## config.mk

```make
export PLATFORM = sky130hd
export DESIGN_NAME = serial_adder
export DESIGN_NICKNAME = d
export VERILOG_FILES = /design/src/rtl/serial_adder.sv
export SDC_FILE = /design/constraint.sdc
export NUM_CORES = 1
export LEC_CHECK = 0
export ABC_AREA = 1
export CAP_MARGIN = 40
export CORE_UTILIZATION = 55
export DETAILED_ROUTE_END_ITERATION = 8
export PLACE_DENSITY_LB_ADDON = 0.1
export SKIP_CTS_REPAIR_TIMING = 1
export SLEW_MARGIN = 20
export SYNTH_ARGS = -nofsm -noshare
export SYNTH_HDL_FRONTEND = slang
export SYNTH_SLANG_ARGS = --single-unit
```

## constraint.sdc

```tcl
create_clock -name i_clk -period 3.8 [get_ports i_clk]
set_clock_uncertainty 0.1 [all_clocks]
set_input_delay 0.76 -clock i_clk [delete_from_list [all_inputs] [get_ports i_clk]]
set_output_delay 0.76 -clock i_clk [all_outputs]
set_load 0.005 [all_outputs]
```

## src/rtl/serial_adder.sv

```systemverilog
`default_nettype none
// ============================================================================
// Module   : serial_adder
// Purpose  : Bit-serial WIDTH-bit adder (LSB first, one bit per clock) with a
//            single full-adder cell, carry flop and valid/ready handshakes.
// Revision : 1.0 - initial release
// ============================================================================
module serial_adder #(
  parameter int WIDTH = 8
) (
  input  logic             i_clk,
  input  logic             i_rst_n,
  input  logic             i_valid,
  output logic             o_ready,
  input  logic [WIDTH-1:0] i_a,
  input  logic [WIDTH-1:0] i_b,
  input  logic             i_cin,
  output logic             o_valid,
  input  logic             i_ready,
  output logic [WIDTH-1:0] o_sum,
  output logic             o_carry
);

  localparam int c_cnt_w = $clog2(WIDTH) + 1;

  typedef enum logic [1:0] {
    c_idle = 2'd0,
    c_add  = 2'd1,
    c_done = 2'd2
  } state_t;

  state_t             r_state;
  logic [WIDTH-1:0]   r_a_sr;
  logic [WIDTH-1:0]   r_b_sr;
  logic [WIDTH-1:0]   r_sum_sr;
  logic               r_carry;
  logic [c_cnt_w-1:0] r_count;

  logic w_s;
  logic w_c;
  logic w_last;

  // The single bit cell shared by every bit position.
  assign w_s    = r_a_sr[0] ^ r_b_sr[0] ^ r_carry;
  assign w_c    = (r_a_sr[0] & r_b_sr[0]) | (r_carry & (r_a_sr[0] ^ r_b_sr[0]));
  assign w_last = (r_count == c_cnt_w'(WIDTH - 1));

  assign o_ready = (r_state == c_idle);
  assign o_valid = (r_state == c_done);

  always_ff @(posedge i_clk or negedge i_rst_n) begin
    if (!i_rst_n) begin
      r_state  <= c_idle;
      r_a_sr   <= '0;
      r_b_sr   <= '0;
      r_sum_sr <= '0;
      r_carry  <= 1'b0;
      r_count  <= '0;
      o_sum    <= '0;
      o_carry  <= 1'b0;
    end else begin
      case (r_state)
        c_idle: begin
          if (i_valid) begin
            r_a_sr  <= i_a;
            r_b_sr  <= i_b;
            r_carry <= i_cin;
            r_count <= '0;
            r_state <= c_add;
          end
        end
        c_add: begin
          r_a_sr   <= r_a_sr >> 1;
          r_b_sr   <= r_b_sr >> 1;
          r_sum_sr <= {w_s, r_sum_sr[WIDTH-1:1]};
          r_carry  <= w_c;
          r_count  <= r_count + c_cnt_w'(1);
          // Final bit: publish the completed sum, including this cycle's bit.
          if (w_last) begin
            o_sum   <= {w_s, r_sum_sr[WIDTH-1:1]};
            o_carry <= w_c;
            r_state <= c_done;
          end
        end
        c_done: begin
          if (i_ready) begin
            r_state <= c_idle;
          end
        end
        default: r_state <= c_idle;
      endcase
    end
  end

endmodule
`default_nettype wire
```

==> results of run 1 <==
[cell usage after synthesis]
cell type,n,area share (%)
sky130_fd_sc_hd__nand2_1,61,13
sky130_fd_sc_hd__nand3_1,53,15
sky130_fd_sc_hd__dfrtp_1,39,55
sky130_fd_sc_hd__inv_1,5,1.1
sky130_fd_sc_hd__o21ai_0,5,1.4
sky130_fd_sc_hd__buf_2,3,0.85
sky130_fd_sc_hd__nor2_1,3,0.64
sky130_fd_sc_hd__o21ai_2,3,1.5
sky130_fd_sc_hd__buf_6,2,1.3
sky130_fd_sc_hd__nand2_2,2,0.71
sky130_fd_sc_hd__nor2_4,2,1.3
sky130_fd_sc_hd__buf_4,1,0.43
sky130_fd_sc_hd__buf_8,1,0.85
sky130_fd_sc_hd__clkbuf_1,1,0.21
sky130_fd_sc_hd__clkbuf_2,1,0.28
sky130_fd_sc_hd__clkbuf_8,1,0.78
sky130_fd_sc_hd__fa_1,1,1.1
sky130_fd_sc_hd__ha_1,1,0.71
sky130_fd_sc_hd__inv_6,1,0.50
sky130_fd_sc_hd__nand2_4,1,0.64
sky130_fd_sc_hd__nand3_2,1,0.57
sky130_fd_sc_hd__nand4_1,1,0.36
sky130_fd_sc_hd__o21ai_1,1,0.28
sky130_fd_sc_hd__o31ai_1,1,0.43
sky130_fd_sc_hd__xnor2_1,1,0.50
[layout by cell type (no fill, tap or decap)]
cell type,count
sky130_fd_sc_hd__nand2_1,61
sky130_fd_sc_hd__nand3_1,53
sky130_fd_sc_hd__dfrtp_1,39
sky130_fd_sc_hd__clkdlybuf4s50_1,30
sky130_fd_sc_hd__inv_1,5
sky130_fd_sc_hd__o21ai_0,5
sky130_fd_sc_hd__clkbuf_4,5
sky130_fd_sc_hd__nor2_1,3
sky130_fd_sc_hd__o21ai_2,3
sky130_fd_sc_hd__nor2_4,2
sky130_fd_sc_hd__nand2_2,2
sky130_fd_sc_hd__nand2_4,1
sky130_fd_sc_hd__xnor2_1,1
sky130_fd_sc_hd__inv_6,1
sky130_fd_sc_hd__o31ai_1,1
sky130_fd_sc_hd__nand4_1,1
sky130_fd_sc_hd__nand3_2,1
sky130_fd_sc_hd__o21ai_1,1
sky130_fd_sc_hd__fa_1,1
sky130_fd_sc_hd__ha_1,1
sky130_fd_sc_hd__clkinv_2,1
sky130_fd_sc_hd__clkbuf_8,1
sky130_fd_sc_hd__bufinv_16,1
sky130_fd_sc_hd__buf_2,1
sky130_fd_sc_hd__buf_16,1
[registers in the layout (all words and copies together) (netlist names)]
name / count
r_carry: 1
o_sum: 8
r_sum_sr: 7
r_b_sr: 8
o_carry: 1
r_count: 4
r_a_sr: 8
r_state: 2
[stage by stage]
stage          setup WS (ns)  power [mW]
4_1_cts                 1.19        1.55
6_report                1.19        1.53
3_3_place_gp            1.37        1.23
5_1_grt                 1.12        1.66
2_1_floorplan           2.15        1.11
3_5_place_dp            1.30        1.26
[critical path: cells and delay by family (launching register included)]
kind,cells,cell delay [ns]
simple gates,1,0.34
flops,1,0.47
buf+inv,1,0.58
[power by group through the flow]
stage	logic, mW	registers (mW)	clock network [mW]
floorplan	0.428	0.685	0
global placement	0.534	0.695	0
detailed placement	0.552	0.704	0
CTS	0.555	0.696	0.297
global route	0.625	0.719	0.316
finish	0.550	0.694	0.291
[area by class of cell]
class | count | area, µm² | share of cell area (%)
Clock buffer | 6 | 51.3 | 2.39
Clock inverter | 2 | 35.0 | 1.63
Inverter | 6 | 27.5 | 1.28
Multi-Input combinational cell | 137 | 673 | 31.3
Sequential cell | 39 | 976 | 45.4
Tap cell | 44 | 55.1 | 2.56
Timing Repair Buffer | 32 | 333 | 15.5
[routing by layer]
| metal | vias up | GRT usage, % |
|---|---|---|
| met5 | - | 0 |
| met4 | 0 | 6.12 |
| met3 | 2 | 5.93 |
| met2 | 32 | 36.5 |
| met1 | 666 | 26.9 |
| li1 | 691 | - |
[cell families (layout without fill, tap and decap cells)]
group | count (synthesis) | after routing | share of synthesized area [%]
buf+inv | 16 | 46 | 6.26
fa+ha+maj | 2 | 2 | 1.85
compound gates | 10 | 10 | 3.63
flops | 39 | 39 | 55.5
xor+xnor | 1 | 1 | 0.498
simple gates | 124 | 124 | 32.3
[worst paths after layout]
| check | startpoint | slack [ns] | to |
|---|---|---|---|
| min | i_rst_n | 0.20 | o_sum[3]$_DFFE_PN0P_ |
| max in group asynchronous | i_rst_n | 2.95 | r_b_sr[3]$_DFFE_PN0P_ |
| max | r_state[0]$_DFFE_PN0P_ | 1.19 | o_ready |
| max reg2reg | r_state[1]$_DFFE_PN0P_ | 2.15 | o_sum[5]$_DFFE_PN0P_ |
| min in group i_clk | r_sum_sr[5]$_DFFE_PN0N_ | 0.38 | o_sum[4]$_DFFE_PN0P_ |
| min reg2reg | r_sum_sr[5]$_DFFE_PN0N_ | 0.38 | o_sum[4]$_DFFE_PN0P_ |
==> results summary, run 1 <==
The met2 routed wirelength came out at 1.58 mm. In this run, flip-flops and latches consume a little under half of the power. The post-synth net total came out at about 220. The maximum clock frequency came out at approximately 380 MHz. The global-route usage over all layers came out at 21.4%. Row generation in the floorplan step produced 20 rows. STA classifies the critical path endpoint as an output pin. Before antenna repair, the detailed router went through 4 iterations. The critical path goes through nor2_4, clkdlybuf4s50_1. The number of nets in the finished design came out at 244.

The register bit total from synthesis is 39. The clock insertion delay at the later pin of the skew report is approximately 0.35 ns. The static power due to leakage is approximately 1.0 nW. The aggregate routed wire length came out at 3.21 mm.

The number of instances in the placed design is approximately 260. In this run the remaining antenna-violating nets after routing total 0. The number of hold-slack violations in the final timing report came out at 0. CTS placed an instance of sky130_fd_sc_hd__clkbuf_4 at the clock tree root. The run finished with clean final reports. Averaged over all synthesized cells, the footprint is 9.16 µm². The final weighted congestion in routability-driven placement is 0.729.

The residual DRC count is 0. The worst setup path is launched from a register. The total grt overflow is 0. From synthesis to final layout, the design area changed by 22.3%. The wire length of the first global-routing pass is ~5.5 mm. Summed over all nets, the switching power comes to 0.555 mW. The number of setup violations in the final report came out at 0. Detailed placement ended at an HPWL of 2.16 mm.

For this run, the slowest stage of the critical path takes approximately 0.58 ns. The sequential share of the synthesized area came out at 55.5%. In this run the count of I/O pins placed on the die edge is 32. The final cell area excluding filler cells came out at 2150 µm². The part of the power in combinational logic came out at 35.8%. The final clock period utilization by the worst path is 68.6%. The width of the chip came out at about 60 µm. The floorplan die height came out at a little under 60 µm. The final critical delay including setup and external delays came out at 2.61 ns.

By startpoint and endpoint, the worst setup path is classified as reg -> out. In this run the worst path has a maximum fanout of 16. The met1 layer wirelength in the final routing is approximately 1.5 mm. The areal power density over the cells is 714 nW/µm². The number of global-route vias before repair is 1282. Once layout is complete, the cells apart from fillers number 266. Entering global routing, the biggest net connects 40 pins. After synthesis the cells add up to 1760 µm². The post-route worst hold slack is 0.205 ns.

Data on the critical path arrives at its endpoint at 1.75 ns. Setup repair after global routing left no endpoint under its margin. The highest metal layer carrying signal wires in the routed design is met4. The first routing iteration left 68 violations. The switching share of power is a little over a third. The depth of the CTS H-tree came out at 2. The number of cell instances on the worst register-to-register path came out at 6. After filler insertion, the fill cell instance count of the layout stands at ~250. Internal power comes to 0.979 mW.

Headroom to the max-slew limit came out at 63.6%. The repair_antennas step left the layout with diodes totalling 0. Among all stages on the critical path, the largest delay is contributed by sky130_fd_sc_hd__clkdlybuf4s50_1.

The clock network power share is 18.9%. The sum of negative setup slack is 0 ns. The detailed route wirelength on metal3 is 140 µm.

The via density per instance came out at 5.23. For this run, the number of Yosys warnings is 0. The tool flagged a number of max-cap violations equal to 0.

Synthesis handed over a netlist of 192 instances. The path class of the tightest hold or removal check is in -> async. The initial antenna violation count is 0. The total number of clock tree sinks is 39. The core area is 3050 µm². Clock-pin slew was measured on the worst setup and hold paths at 0.12 ns. The maximum count of clock buffers along a single path is 2. At the worst endpoint, the required time is 2.94 ns. Buffers placed on the I/O ports in this run total 31.

In this run the cell area measured after placement is 2040 µm². The worst-case vdd ir drop came out at 351 µV. The average wire length per cell after detail routing is 12.1 µm.

For the pin with the worst max-slew slack, the measured transition is between 0.5 and 0.6 ns. The share of post-route cells with drive strength above 1 came out at 9.01%. The starting utilization of the core area is 57.6%. The count of cell types in the netlist is 25. The detailed router placed 1391 vias in this run. TritonCTS built the clock tree. The number of slew-limit violations in the final report came out at 0.

The number of buffers inserted during clock tree synthesis is 5. The post-route core utilization is 70.5%. The full die area came out at 3430 µm².
Note: power is estimated with default switching activity, not from simulation.
==> run 2, diff against run 1 <==
--- a/config.mk
+++ b/config.mk
@@ -7,7 +7,7 @@
 export LEC_CHECK = 0
 export ABC_AREA = 1
 export CAP_MARGIN = 40
-export CORE_UTILIZATION = 55
+export CORE_UTILIZATION = 46
 export DETAILED_ROUTE_END_ITERATION = 8
 export PLACE_DENSITY_LB_ADDON = 0.1
 export SKIP_CTS_REPAIR_TIMING = 1
==> constraint.sdc (replaced) <==
create_clock -name i_clk -period 2.2 [get_ports i_clk]
set_clock_uncertainty 0.1 [all_clocks]
set_input_delay 0.44 -clock i_clk [delete_from_list [all_inputs] [get_ports i_clk]]
set_output_delay 0.44 -clock i_clk [all_outputs]
set_load 0.005 [all_outputs]
==> run 2 against run 1 <==
Utilization decreased by 11 points. Count of clock-buffer cells in the layout unchanged. Routed wire length grew 5.9%. Global-route usage down 2.2 points. Sequential share of layout area shrank 0.18 points. Sequential power grew 74%. Final cell count grew 2.3%. Clock power is 63% higher. Total power increased by 73%. Critical path depth is 1 higher. Highest routed layer unchanged.
==> results summary, run 2 (same netlist as run 1, synthesis figures left out) <==
The aggregate routed wire length is 3.40 mm (+5.9%). The antenna diode count is 0 (unchanged). The areal power density over the cells came out at 1230 nW/µm² (+73%).

The top-level I/O count came out at 32 (unchanged). The width of the chip is 63.8 µm (+9.0%). The number of buffers inserted during clock tree synthesis is 5 (unchanged). The number of max-cap violations is 0 (unchanged).

The number of cell instances on the worst register-to-register path came out at 6 (unchanged). The depth of the CTS H-tree came out at 2 (unchanged). The design internal power came to 1.68 mW (+72%). The arrival time at the worst endpoint is 1.41 ns (-0.34 ns).

The final cell count without fillers came to 272 (+2.3%). The maximum fanout along the worst path is 4 (-12). The DRC violation total after the first TritonRoute iteration is 66 (-2.9%). The remaining number of nets flagged by the antenna check after routing came to 0 (unchanged). The number of slew-limit violations in the final report came out at 0 (unchanged). The number of vias in the routed layout is 1405 (+1.0%). The number of rows in the core area came out at 22 (+10%).

The critical path in this run is classified as reg -> out. The clock network power share was 17.9% (-1.0 points). The initial antenna violation count is 0 (unchanged).

The critical path's slowest cell is sky130_fd_sc_hd__clkdlybuf4s50_1. The clock insertion delay at the later pin of the skew report is 0.29 ns (-0.06 ns). The via density per instance came out at 5.17 (-1.2%).

The category of the worst setup path launch point is a register. The final weighted congestion in routability-driven placement came out at 0.713 (-2.2%). The maximum number of pins on one net before global-route repair was 33 (-18%). The part of the power in combinational logic is 36.7% (+0.9 points). The area taken by flip-flops and latches came out at 976 µm² (unchanged). The residual DRC count came to 0 (unchanged).

The number of setup violations in the final report came out at 0 (unchanged). The total number of clock tree sinks came to 39 (unchanged). The net switching power of the design came out at 0.979 mW (+76%). The maximum count of clock buffers along a single path came out at 2 (unchanged). The least setup slack across all paths after layout came out at 0.253 ns (-0.940 ns). The clock edge transition at the registers on the reported setup and hold paths is 0.07 ns (-0.05 ns). The number of inserted filler cells in the final layout is 327 (+29%). In this run the worst hold path is classified as in -> async. The power share of the sequential group came out at 45.5% (+0.3 points). The global-route usage over all layers came out at 19.3% (-2.2 points). The share of post-route cells with drive strength above 1 is 9.82% (+0.81 points). The number of buffers added on ports is 31 (unchanged). The worst-case vdd ir drop came out at 594 µV (+69%).

The relative max-transition margin is 60.9% (-2.6 points). The clock tree from TritonCTS is done. The final clock period utilization by the worst path came out at 88.5%. The total grt overflow is 0 (unchanged).

The largest incremental delay on the critical path was 0.50 ns (-0.08 ns). The wire length of the first global-routing pass was 5.95 mm (+8.6%). The sort of element at the end of the critical path is an output pin. The transition time of the tightest slew-check pin is 0.586 ns (+0.0414 ns). The static power due to leakage came out at 1.03 nW (+0.55%). The number of iterations in the first detailed-routing pass came out at 4 (unchanged). The average wire length per cell after detail routing came out at 12.5 µm (+3.5%). The largest registers in the layout are o_sum: 8 flops, r_a_sr: 8 flops, r_b_sr: 8 flops. The critical path goes through inv_1, nor2_1, clkdlybuf4s50_1. The number of hold-slack violations in the final timing report is 0 (unchanged).

The number of global-route vias before repair is 1367 (+6.6%). The full die area is 4080 µm² (+19%). The run finished with clean final reports. The core area came out at 3660 µm² (+20%). The final critical delay including setup and external delays came out at around 1.9 ns. The placement-stage worst setup slack came out at 0.464 ns (-0.832 ns). The sum of negative setup slack is 0 ns (unchanged). The area growth from synthesis to layout is 22.8%.

The multi-input combinational cell area is 673 µm² (unchanged). The number of nets in the finished design is 247 (+1.2%). The top cell types in the final layout, fill and taps aside, are sky130_fd_sc_hd__nand2_1, sky130_fd_sc_hd__nand3_1, sky130_fd_sc_hd__dfrtp_1, sky130_fd_sc_hd__clkdlybuf4s50_1, sky130_fd_sc_hd__clkbuf_8. The maximum clock frequency came out at 514 MHz. The library cell used most frequently in the layout, excluding fill and tap cells, is sky130_fd_sc_hd__nand2_1. The number of instances in the placed design is 265 (+3.1%). The starting utilization of the core area is 48.1% (-9.6 points). The data required time at the worst endpoint is 1.66 ns (-1.28 ns).

Setup repair after global routing left no endpoint under its margin. The switching share of power came out at 36.8% (+0.61 points). The tree is rooted in a sky130_fd_sc_hd__clkbuf_8. The detailed placer's ending HPWL is 2.34 mm (+8.3%). The floorplan die height is 63.8 µm (+9.0%).
-- run 2: cell count changes in the layout (fill, tap and decap cells not counted), sizes merged --
cell / change
buf: +3
bufinv: -1
-- run 2: worst paths after layout --
kind | from | slack, ns | to
max in group asynchronous | i_rst_n | 1.41 | r_count[0]$_DFFE_PN0P_
min reg2reg | r_sum_sr[5]$_DFFE_PN0N_ | 0.37 | o_sum[4]$_DFFE_PN0P_
min in group i_clk | r_sum_sr[5]$_DFFE_PN0N_ | 0.37 | o_sum[4]$_DFFE_PN0P_
max reg2reg | r_state[1]$_DFFE_PN0P_ | 0.52 | o_sum[6]$_DFFE_PN0P_
max | r_state[1]$_DFFE_PN0P_ | 0.25 | o_valid
min | i_rst_n | 0.05 | o_sum[1]$_DFFE_PN0P_
-- run 2: power by group through the flow --
stage	combinational [mW]	clock (mW)	sequential, mW
2_1_floorplan	0.740	0	1.18
3_3_place_gp	0.952	0	1.21
3_5_place_dp	0.989	0	1.22
4_1_cts	0.989	0.491	1.21
5_1_grt	1.11	0.523	1.25
6_report	0.976	0.475	1.21
-- run 2: metrics by stage --
step	utilization (%)	hold slack (ns)	power [mW]	area (µm²)
2_1_floorplan	-	0.0444	1.92	1760
3_3_place_gp	56.6	0.356	2.16	2070
3_5_place_dp	56.6	0.355	2.21	2070
4_1_cts	59.0	0.0661	2.69	2160
5_1_grt	59.0	0.0880	2.88	2160
6_report	59.0	0.0469	2.66	2160
-- run 2: final cells by class --
cell class              count  area share (%)
well taps                  48            2.78
multi-input cells         137            31.2
clock inverters             1           0.232
inverters                   6            1.27
clock buffers               6            3.82
repair buffers             35            15.5
flip-flops and latches     39            45.2
-- run 2: per-layer routing --
layer  vias to the layer above  share of wire, %  wire, µm  GRT usage [%]
met2                        36                49      1650           32.3
met3                         7               4.0       136           4.29
met1                       664                45      1540           23.3
met4                         0               1.9        65           9.38
met5                         -                 0         0              0
li1                        698                 -         -              -
-- run 2: worst max-delay path: cells and delay by family (launching register included) --
family,cells,cell delay (ns)
buf+inv,2,0.62
flops,1,0.40
simple gates,1,0.10
==> run 3, diff against run 2 <==
--- a/config.mk
+++ b/config.mk
@@ -11,6 +11,7 @@
 export DETAILED_ROUTE_END_ITERATION = 8
 export PLACE_DENSITY_LB_ADDON = 0.1
 export SKIP_CTS_REPAIR_TIMING = 1
+export SKIP_LAST_GASP = 1
 export SLEW_MARGIN = 20
 export SYNTH_ARGS = -nofsm -noshare
 export SYNTH_HDL_FRONTEND = slang
==> results of run 3 <==
The final DEF is identical to that of run 2; final timing and power are the same.
